==> src/rtl/raster_cmd_receiver.sv <==
// Raster-side command endpoint: latches vertices, computes double-area and
// a clamped bounding box on DRAW, culls, and emits CCW triangle descriptors.
//
// state    | meaning
// ---------+---------------------------------------------------------------
// ST_IDLE  | accepting commands (SET_Vn / NOP / DRAW)
// ST_CALC  | registering edge products and raw min/max of the vertex snapshot
// ST_FINAL | area sign/zero test, off-screen cull, descriptor registration
// ST_OUT   | descriptor valid, held until the rasterizer takes it
module raster_cmd_receiver #(
  parameter int COORD_W = 16,
  parameter int MAX_X   = 639,
  parameter int MAX_Y   = 479
) (
  input  logic                 clk,
  input  logic                 rst,
  input  logic                 cmd_valid,
  output logic                 cmd_ready,
  input  logic [2:0]           cmd_type,
  input  logic [31:0]          cmd_data_x,
  input  logic [31:0]          cmd_data_y,
  output logic                 tri_valid,
  input  logic                 tri_ready,
  output logic [COORD_W-1:0]   tri_x0,
  output logic [COORD_W-1:0]   tri_y0,
  output logic [COORD_W-1:0]   tri_x1,
  output logic [COORD_W-1:0]   tri_y1,
  output logic [COORD_W-1:0]   tri_x2,
  output logic [COORD_W-1:0]   tri_y2,
  output logic [COORD_W-1:0]   tri_bbox_min_x,
  output logic [COORD_W-1:0]   tri_bbox_max_x,
  output logic [COORD_W-1:0]   tri_bbox_min_y,
  output logic [COORD_W-1:0]   tri_bbox_max_y,
  output logic [2*COORD_W+1:0] tri_area,
  output logic                 busy,
  output logic [15:0]          draw_count,
  output logic [15:0]          cull_count,
  output logic [15:0]          err_count
);

  localparam int DW = COORD_W + 1;
  localparam int PW = 2*COORD_W + 2;
  localparam int AW = 2*COORD_W + 3;

  localparam logic signed [COORD_W-1:0] LIM_X = COORD_W'(MAX_X);
  localparam logic signed [COORD_W-1:0] LIM_Y = COORD_W'(MAX_Y);

  localparam logic [2:0] CMD_SET_V0 = 3'b001;
  localparam logic [2:0] CMD_SET_V1 = 3'b010;
  localparam logic [2:0] CMD_SET_V2 = 3'b011;
  localparam logic [2:0] CMD_DRAW   = 3'b100;

  typedef enum logic [1:0] {
    ST_IDLE  = 2'd0,
    ST_CALC  = 2'd1,
    ST_FINAL = 2'd2,
    ST_OUT   = 2'd3
  } state_t;

  state_t state_q, state_d;

  logic signed [COORD_W-1:0] vx_q [3];
  logic signed [COORD_W-1:0] vy_q [3];
  logic [2:0]                vmask_q;

  logic signed [PW-1:0]      p1_q, p2_q, p1_d, p2_d;
  logic signed [COORD_W-1:0] minx_q, maxx_q, miny_q, maxy_q;
  logic signed [COORD_W-1:0] minx_d, maxx_d, miny_d, maxy_d;

  logic signed [COORD_W-1:0] ox_q [3];
  logic signed [COORD_W-1:0] oy_q [3];
  logic signed [COORD_W-1:0] bb_minx_q, bb_maxx_q, bb_miny_q, bb_maxy_q;
  logic [PW-1:0]             area_q, area_d;

  logic [15:0] draw_q, cull_q, err_q;

  logic        accept;
  logic [2:0]  set_en;
  logic        draw_cmd, draw_go, draw_err;
  logic        unused_data;

  logic signed [DW-1:0] dx1_c, dy1_c, dx2_c, dy2_c;
  logic signed [AW-1:0] area_c;
  logic [PW-1:0]        diff_pos_c, diff_neg_c;
  logic                 neg_c, cull_c, emit_c;

  function automatic logic signed [COORD_W-1:0] min3(
    input logic signed [COORD_W-1:0] a,
    input logic signed [COORD_W-1:0] b,
    input logic signed [COORD_W-1:0] c
  );
    logic signed [COORD_W-1:0] m;
    m = (a < b) ? a : b;
    return (c < m) ? c : m;
  endfunction

  function automatic logic signed [COORD_W-1:0] max3(
    input logic signed [COORD_W-1:0] a,
    input logic signed [COORD_W-1:0] b,
    input logic signed [COORD_W-1:0] c
  );
    logic signed [COORD_W-1:0] m;
    m = (a > b) ? a : b;
    return (c > m) ? c : m;
  endfunction

  function automatic logic signed [COORD_W-1:0] clamp(
    input logic signed [COORD_W-1:0] v,
    input logic signed [COORD_W-1:0] hi
  );
    if (v[COORD_W-1]) return '0;
    else if (v > hi)  return hi;
    else              return v;
  endfunction

  // Only the low COORD_W bits of the command payload carry a coordinate.
  assign unused_data = ^{cmd_data_x[31:COORD_W], cmd_data_y[31:COORD_W]};

  assign accept    = cmd_valid && (state_q == ST_IDLE);
  assign set_en[0] = accept && (cmd_type == CMD_SET_V0);
  assign set_en[1] = accept && (cmd_type == CMD_SET_V1);
  assign set_en[2] = accept && (cmd_type == CMD_SET_V2);
  assign draw_cmd  = accept && (cmd_type == CMD_DRAW);
  assign draw_go   = draw_cmd && (vmask_q == 3'b111);
  assign draw_err  = draw_cmd && (vmask_q != 3'b111);

  // Vertex store persists across draws so strips can update one vertex.
  always_ff @(posedge clk or posedge rst) begin
    if (rst) begin
      for (int i = 0; i < 3; i++) begin
        vx_q[i] <= '0;
        vy_q[i] <= '0;
      end
      vmask_q <= '0;
    end else begin
      for (int i = 0; i < 3; i++) begin
        if (set_en[i]) begin
          vx_q[i]    <= cmd_data_x[COORD_W-1:0];
          vy_q[i]    <= cmd_data_y[COORD_W-1:0];
          vmask_q[i] <= 1'b1;
        end
      end
    end
  end

  always_comb begin
    dx1_c  = DW'(vx_q[1]) - DW'(vx_q[0]);
    dy1_c  = DW'(vy_q[1]) - DW'(vy_q[0]);
    dx2_c  = DW'(vx_q[2]) - DW'(vx_q[0]);
    dy2_c  = DW'(vy_q[2]) - DW'(vy_q[0]);
    p1_d   = PW'(dx1_c) * PW'(dy2_c);
    p2_d   = PW'(dx2_c) * PW'(dy1_c);
    minx_d = min3(vx_q[0], vx_q[1], vx_q[2]);
    maxx_d = max3(vx_q[0], vx_q[1], vx_q[2]);
    miny_d = min3(vy_q[0], vy_q[1], vy_q[2]);
    maxy_d = max3(vy_q[0], vy_q[1], vy_q[2]);
  end

  always_ff @(posedge clk or posedge rst) begin
    if (rst) begin
      p1_q   <= '0;
      p2_q   <= '0;
      minx_q <= '0;
      maxx_q <= '0;
      miny_q <= '0;
      maxy_q <= '0;
    end else if (state_q == ST_CALC) begin
      p1_q   <= p1_d;
      p2_q   <= p2_d;
      minx_q <= minx_d;
      maxx_q <= maxx_d;
      miny_q <= miny_d;
      maxy_q <= maxy_d;
    end
  end

  // |A| < 2^PW, so the PW-bit wrapped difference is the exact magnitude.
  always_comb begin
    area_c     = AW'(p1_q) - AW'(p2_q);
    diff_pos_c = p1_q - p2_q;
    diff_neg_c = p2_q - p1_q;
    neg_c      = area_c[AW-1];
    area_d     = neg_c ? diff_neg_c : diff_pos_c;
    cull_c     = (area_c == '0) || maxx_q[COORD_W-1] || (minx_q > LIM_X) ||
                 maxy_q[COORD_W-1] || (miny_q > LIM_Y);
    emit_c     = (state_q == ST_FINAL) && !cull_c;
  end

  always_ff @(posedge clk or posedge rst) begin
    if (rst) begin
      for (int i = 0; i < 3; i++) begin
        ox_q[i] <= '0;
        oy_q[i] <= '0;
      end
      bb_minx_q <= '0;
      bb_maxx_q <= '0;
      bb_miny_q <= '0;
      bb_maxy_q <= '0;
      area_q    <= '0;
    end else if (emit_c) begin
      ox_q[0]   <= vx_q[0];
      oy_q[0]   <= vy_q[0];
      ox_q[1]   <= neg_c ? vx_q[2] : vx_q[1];
      oy_q[1]   <= neg_c ? vy_q[2] : vy_q[1];
      ox_q[2]   <= neg_c ? vx_q[1] : vx_q[2];
      oy_q[2]   <= neg_c ? vy_q[1] : vy_q[2];
      bb_minx_q <= clamp(minx_q, LIM_X);
      bb_maxx_q <= clamp(maxx_q, LIM_X);
      bb_miny_q <= clamp(miny_q, LIM_Y);
      bb_maxy_q <= clamp(maxy_q, LIM_Y);
      area_q    <= area_d;
    end
  end

  always_ff @(posedge clk or posedge rst) begin
    if (rst) begin
      draw_q <= '0;
      cull_q <= '0;
      err_q  <= '0;
    end else begin
      if (draw_err)                                err_q  <= err_q + 16'd1;
      if ((state_q == ST_FINAL) && cull_c)         cull_q <= cull_q + 16'd1;
      if ((state_q == ST_OUT) && tri_ready)        draw_q <= draw_q + 16'd1;
    end
  end

  always_ff @(posedge clk or posedge rst) begin
    if (rst) state_q <= ST_IDLE;
    else     state_q <= state_d;
  end

  always_comb begin
    state_d = state_q;
    case (state_q)
      ST_IDLE:  if (draw_go) state_d = ST_CALC;
      ST_CALC:  state_d = ST_FINAL;
      ST_FINAL: state_d = cull_c ? ST_IDLE : ST_OUT;
      ST_OUT:   if (tri_ready) state_d = ST_IDLE;
      default:  state_d = ST_IDLE;
    endcase
  end

  always_comb begin
    cmd_ready = (state_q == ST_IDLE);
    busy      = (state_q != ST_IDLE);
    tri_valid = (state_q == ST_OUT);
  end

  assign tri_x0         = ox_q[0];
  assign tri_y0         = oy_q[0];
  assign tri_x1         = ox_q[1];
  assign tri_y1         = oy_q[1];
  assign tri_x2         = ox_q[2];
  assign tri_y2         = oy_q[2];
  assign tri_bbox_min_x = bb_minx_q;
  assign tri_bbox_max_x = bb_maxx_q;
  assign tri_bbox_min_y = bb_miny_q;
  assign tri_bbox_max_y = bb_maxy_q;
  assign tri_area       = area_q;
  assign draw_count     = draw_q;
  assign cull_count     = cull_q;
  assign err_count      = err_q;

endmodule

==> config.mk <==
export PLATFORM = sky130hd
export DESIGN_NAME = raster_cmd_receiver
export DESIGN_NICKNAME = d
export VERILOG_FILES = /design/src/rtl/raster_cmd_receiver.sv
export SDC_FILE = /design/constraint.sdc
export NUM_CORES = 2
export LEC_CHECK = 0
export ABC_AREA = 1
export CAP_MARGIN = 20
export CORE_UTILIZATION = 23
export DETAILED_ROUTE_END_ITERATION = 6
export GPL_ROUTABILITY_DRIVEN = 0
export RECOVER_POWER = 100
export SYNTH_ARGS = -nofsm -noshare
export SYNTH_HDL_FRONTEND = slang
export SYNTH_SLANG_ARGS = --single-unit
==> constraint.sdc <==
create_clock -name clk -period 38.3 [get_ports clk]
set_clock_uncertainty 0.2 [all_clocks]
set_input_delay 7.66 -clock clk [delete_from_list [all_inputs] [get_ports clk]]
set_output_delay 7.66 -clock clk [all_outputs]
set_load 0.02 [all_outputs]
==> metrics.txt <==
CTS H-tree lvls=2; Die Span Y=about 470 um; detailed-route via count=41770; PnR worst setup slack=18.89 ns; final wirelength=158000 um; fin crit share=0.507; antenna violations before repair=6; hpwl dp=128000 um; Seq cells post-synth=approximately 470; Area Growth Syn to Fin=15.2%; CORE AREA=around 0.21 mm^2; Slew Viols, Final=between 1000 and 1500; DRT iter0 DRCs=around 3000; Final Hold Vio Count=0; CP top delay family=buffers and inverters; Slew HR=-5.38; vias in the first global route=approximately 42000; initial core utilization=0.232; Clock Tree Buf Depth=3; CTS clock-pin slew for the worst setup and hold paths=0.06 ns; Worst Setup Start Kind=input pin; flop2flop setup slack=26.16 ns; layout cell share with drive strength beyond 1=0.0394; Die ar.=approximately 0.22 mm^2; Total GRT Usage=0.144; first-pass GRT wire length=245000 um; placed cell count=about 9000; CTS tree=built; setup TNS=0 ns; worst path cell trace=dlygate4sd3_1 -> clkinvlp_2 -> clkbuf_1; routed wl met3=10800 um; FFs w/ async S/R, synth=1.00; Ant. Diodes=0; RSZ-0062 raised after global routing=false; crit path max fanout=182; Metal-1 WL=65800 um; CP Class=in -> async; First-pass DRT Iterations=7; Synth Cell Area=0.0497 mm^2; largest family of logic cells by synthesized area=adder cells; GRT overflow=0; status=finished with violations; root buffer cell=clkbuf_16; remaining routing DRC violations=0; hold-fix buffers at CTS=0; Place WS=27.48 ns; worst hold path class=reg -> reg; non-filler instance count after layout=9236; post-synthesis mux area share=0.00189; prevailing post-synth register cell=dfrtp_1; Num CTS Buffers=54; CP required=36.46 ns; Seq/Total Area, Yosys=0.237; Cell variety after synth=64; mean post-synth cell area=8.06 um^2; fin crit period=19.41 ns; DRT antenna net count=0; met2 routed WL=74400 um; Worst-Margin Slew=~9.6 ns; worst skew pair latency=0.69 ns; simple-gate share of the synthesized area=0.180; number of synthesized flops with an enable pin=0; # resized after CTS=0; YS warnings=0; failing checks=capacitance limit, slew limit; PortBufs=279; # IOs=between 300 and 400; post-synthesis compound-gate area fraction=0.110; # nets final=7391; Post-DP Area=0.0555 mm^2; top routing layer in use=met5; sum of buffers and inverters on the critical path=3; Avg Vias per Cell=4.52; post-synthesis xor/xnor area fraction=0.0301; Die Width=467 um; # rows=between 150 and 200; Adder-Cell Fraction of Synth Area=0.333; post-route cell area=0.0573 mm^2; # Post-CTS Setup Buffers=0; max incr delay on CP=6.82 ns; endpoints failing setup=0; fmax=roughly 52 MHz; crit end category=asynchronous set/reset pin; CTS Sinks=~470; Cells after Synth=6171; largest net degree at the start of global routing=183; critical path's slowest cell=clkbuf_1; MaxCap Viol Count=16; DR WL/cell=17.1 um; crit path DAT=roughly 18 ns; # fillers=23237
==> path summary, 6_finish.rpt <==
path,cells after the start,start,to
worst max-delay path,3,rst,vy_q[43]$_DFFE_PP0P_
worst min-delay path,2,vmask_q[2]$_DFFE_PP0P_,vmask_q[2]$_DFFE_PP0P_
worst max register to register,19,p1_q[0]$_DFFE_PP0N_,tri_area[33]$_DFFE_PP0P_
worst min register to register,2,vmask_q[2]$_DFFE_PP0P_,vmask_q[2]$_DFFE_PP0P_
max in group clk,19,p1_q[0]$_DFFE_PP0N_,tri_area[33]$_DFFE_PP0P_
min in group asynchronous,2,rst,cull_count[4]$_DFFE_PP0P_
==> placed cells by master, fill, tap and decap left out, types with 24 or more instances in the layout <==
cell	netlist	layout
a21oi_1	240	242
a31oi_1	41	41
buf_4	26	45
clkbuf_16	0	55
clkdlybuf4s50_1	0	35
clkinv_1	19	34
dfrtp_1	471	471
dlygate4sd3_1	0	244
fa_1	598	598
ha_1	367	367
inv_1	1091	1091
nand2_1	1367	1374
nand3_1	189	193
nand4_1	28	29
nor2_1	453	452
nor3_1	36	36
o211ai_1	33	33
o21ai_0	409	584
o21bai_1	23	24
or2_2	58	58
xnor2_1	68	67
xor2_1	103	100
==> registers in the layout (all words and copies together) (netlist names), 34 cells and up <==
signal / cells
vy_q: 48
p1_q: 34
vx_q: 48
tri_area: 34
p2_q: 34
==> cells by family (layout without fill, tap and decap cells) <==
group,count (synthesis),after routing
DFF,471,471
buffers and inverters,1356,1580
xor gates and xnor gates,171,171
other,1,4
AOI/OAI and AO/OA,1008,1008
muxes,8,8
and+or+nand+nor,2191,2191
adders and majority gates,965,965
==> final cells by class <==
| type | count | area, um^2 | share of cell area |
|---|---|---|---|
| inverters | 1141 | 4290 | 0.0748 |
| multi-input cells | 4347 | 32500 | 0.568 |
| well taps | 2838 | 3550 | 0.0620 |
| repair buffers | 340 | 3230 | 0.0564 |
| clock buffers | 72 | 1520 | 0.0265 |
| clock inverters | 27 | 383 | 0.00668 |
| flip-flops and latches | 471 | 11800 | 0.206 |
==> synth_stat cells, types with 7 or more instances <==
cell / n / share of area
buf_6: 19 / 0.0043
nand3b_1: 7 / 0.0011
nand2_2: 13 / 0.0016
nor2_2: 7 / 0.00088
a21oi_1: 240 / 0.024
buf_2: 22 / 0.0022
nor2_1: 453 / 0.034
clkinv_1: 19 / 0.0014
clkbuf_1: 129 / 0.0097
inv_1: 1091 / 0.082
a21o_1: 11 / 0.0017
buf_1: 10 / 0.00075
dfrtp_1: 471 / 0.24
nor4_1: 13 / 0.0016
ha_1: 367 / 0.092
a31oi_1: 41 / 0.0052
xnor2_1: 68 / 0.012
o21ai_1: 191 / 0.019
xor2_1: 103 / 0.018
buf_4: 26 / 0.0039
o21a_1: 10 / 0.0015
nand4_1: 28 / 0.0035
inv_2: 31 / 0.0023
o21bai_1: 23 / 0.0035
fa_1: 598 / 0.24
nor3_1: 36 / 0.0036
nand3_1: 189 / 0.019
or2_2: 58 / 0.0073
nand2_1: 1367 / 0.10
o211ai_1: 33 / 0.0050
clkbuf_2: 9 / 0.00091
o21ai_0: 409 / 0.041
==> metrics by stage <==
stage | utilization | hold slack, ns
6_report | 0.267 | 0.250
4_1_cts | 0.267 | 0.256
3_5_place_dp | 0.259 | 0.239
3_3_place_gp | 0.258 | 0.235
2_1_floorplan | - | 0.222
5_1_grt | 0.267 | 0.277
==> worst reg2reg max path, cell delays in order, from the launching register on <==
cell and delay [ns]:
dfrtp_1 0.43, inv_1 0.07, ha_1 0.24, fa_1 0.44, o21ai_0 0.41, inv_2 0.07, o21bai_1 0.24, a21oi_1 0.21
clkinv_1 0.08, a21oi_1 0.07, o21ai_0 0.15, nand2_1 0.10, nand2_1 0.09, nand2_1 1.16, inv_1 0.36, nand4_1 0.53
nand3_1 1.96, clkbuf_1 2.46, clkbuf_1 2.28, o21ai_0 0.36
==> metal layers <==
metal,GRT usage,vias to the layer above
met1,0.185,20525
met3,0.0228,311
met4,0.0555,2
li1,-,19542
met2,0.240,1390
met5,0,-
Power is left out: the tool's default activity adds up to more than one toggle a clock period on the data nets, which glitch-free logic cannot reach.
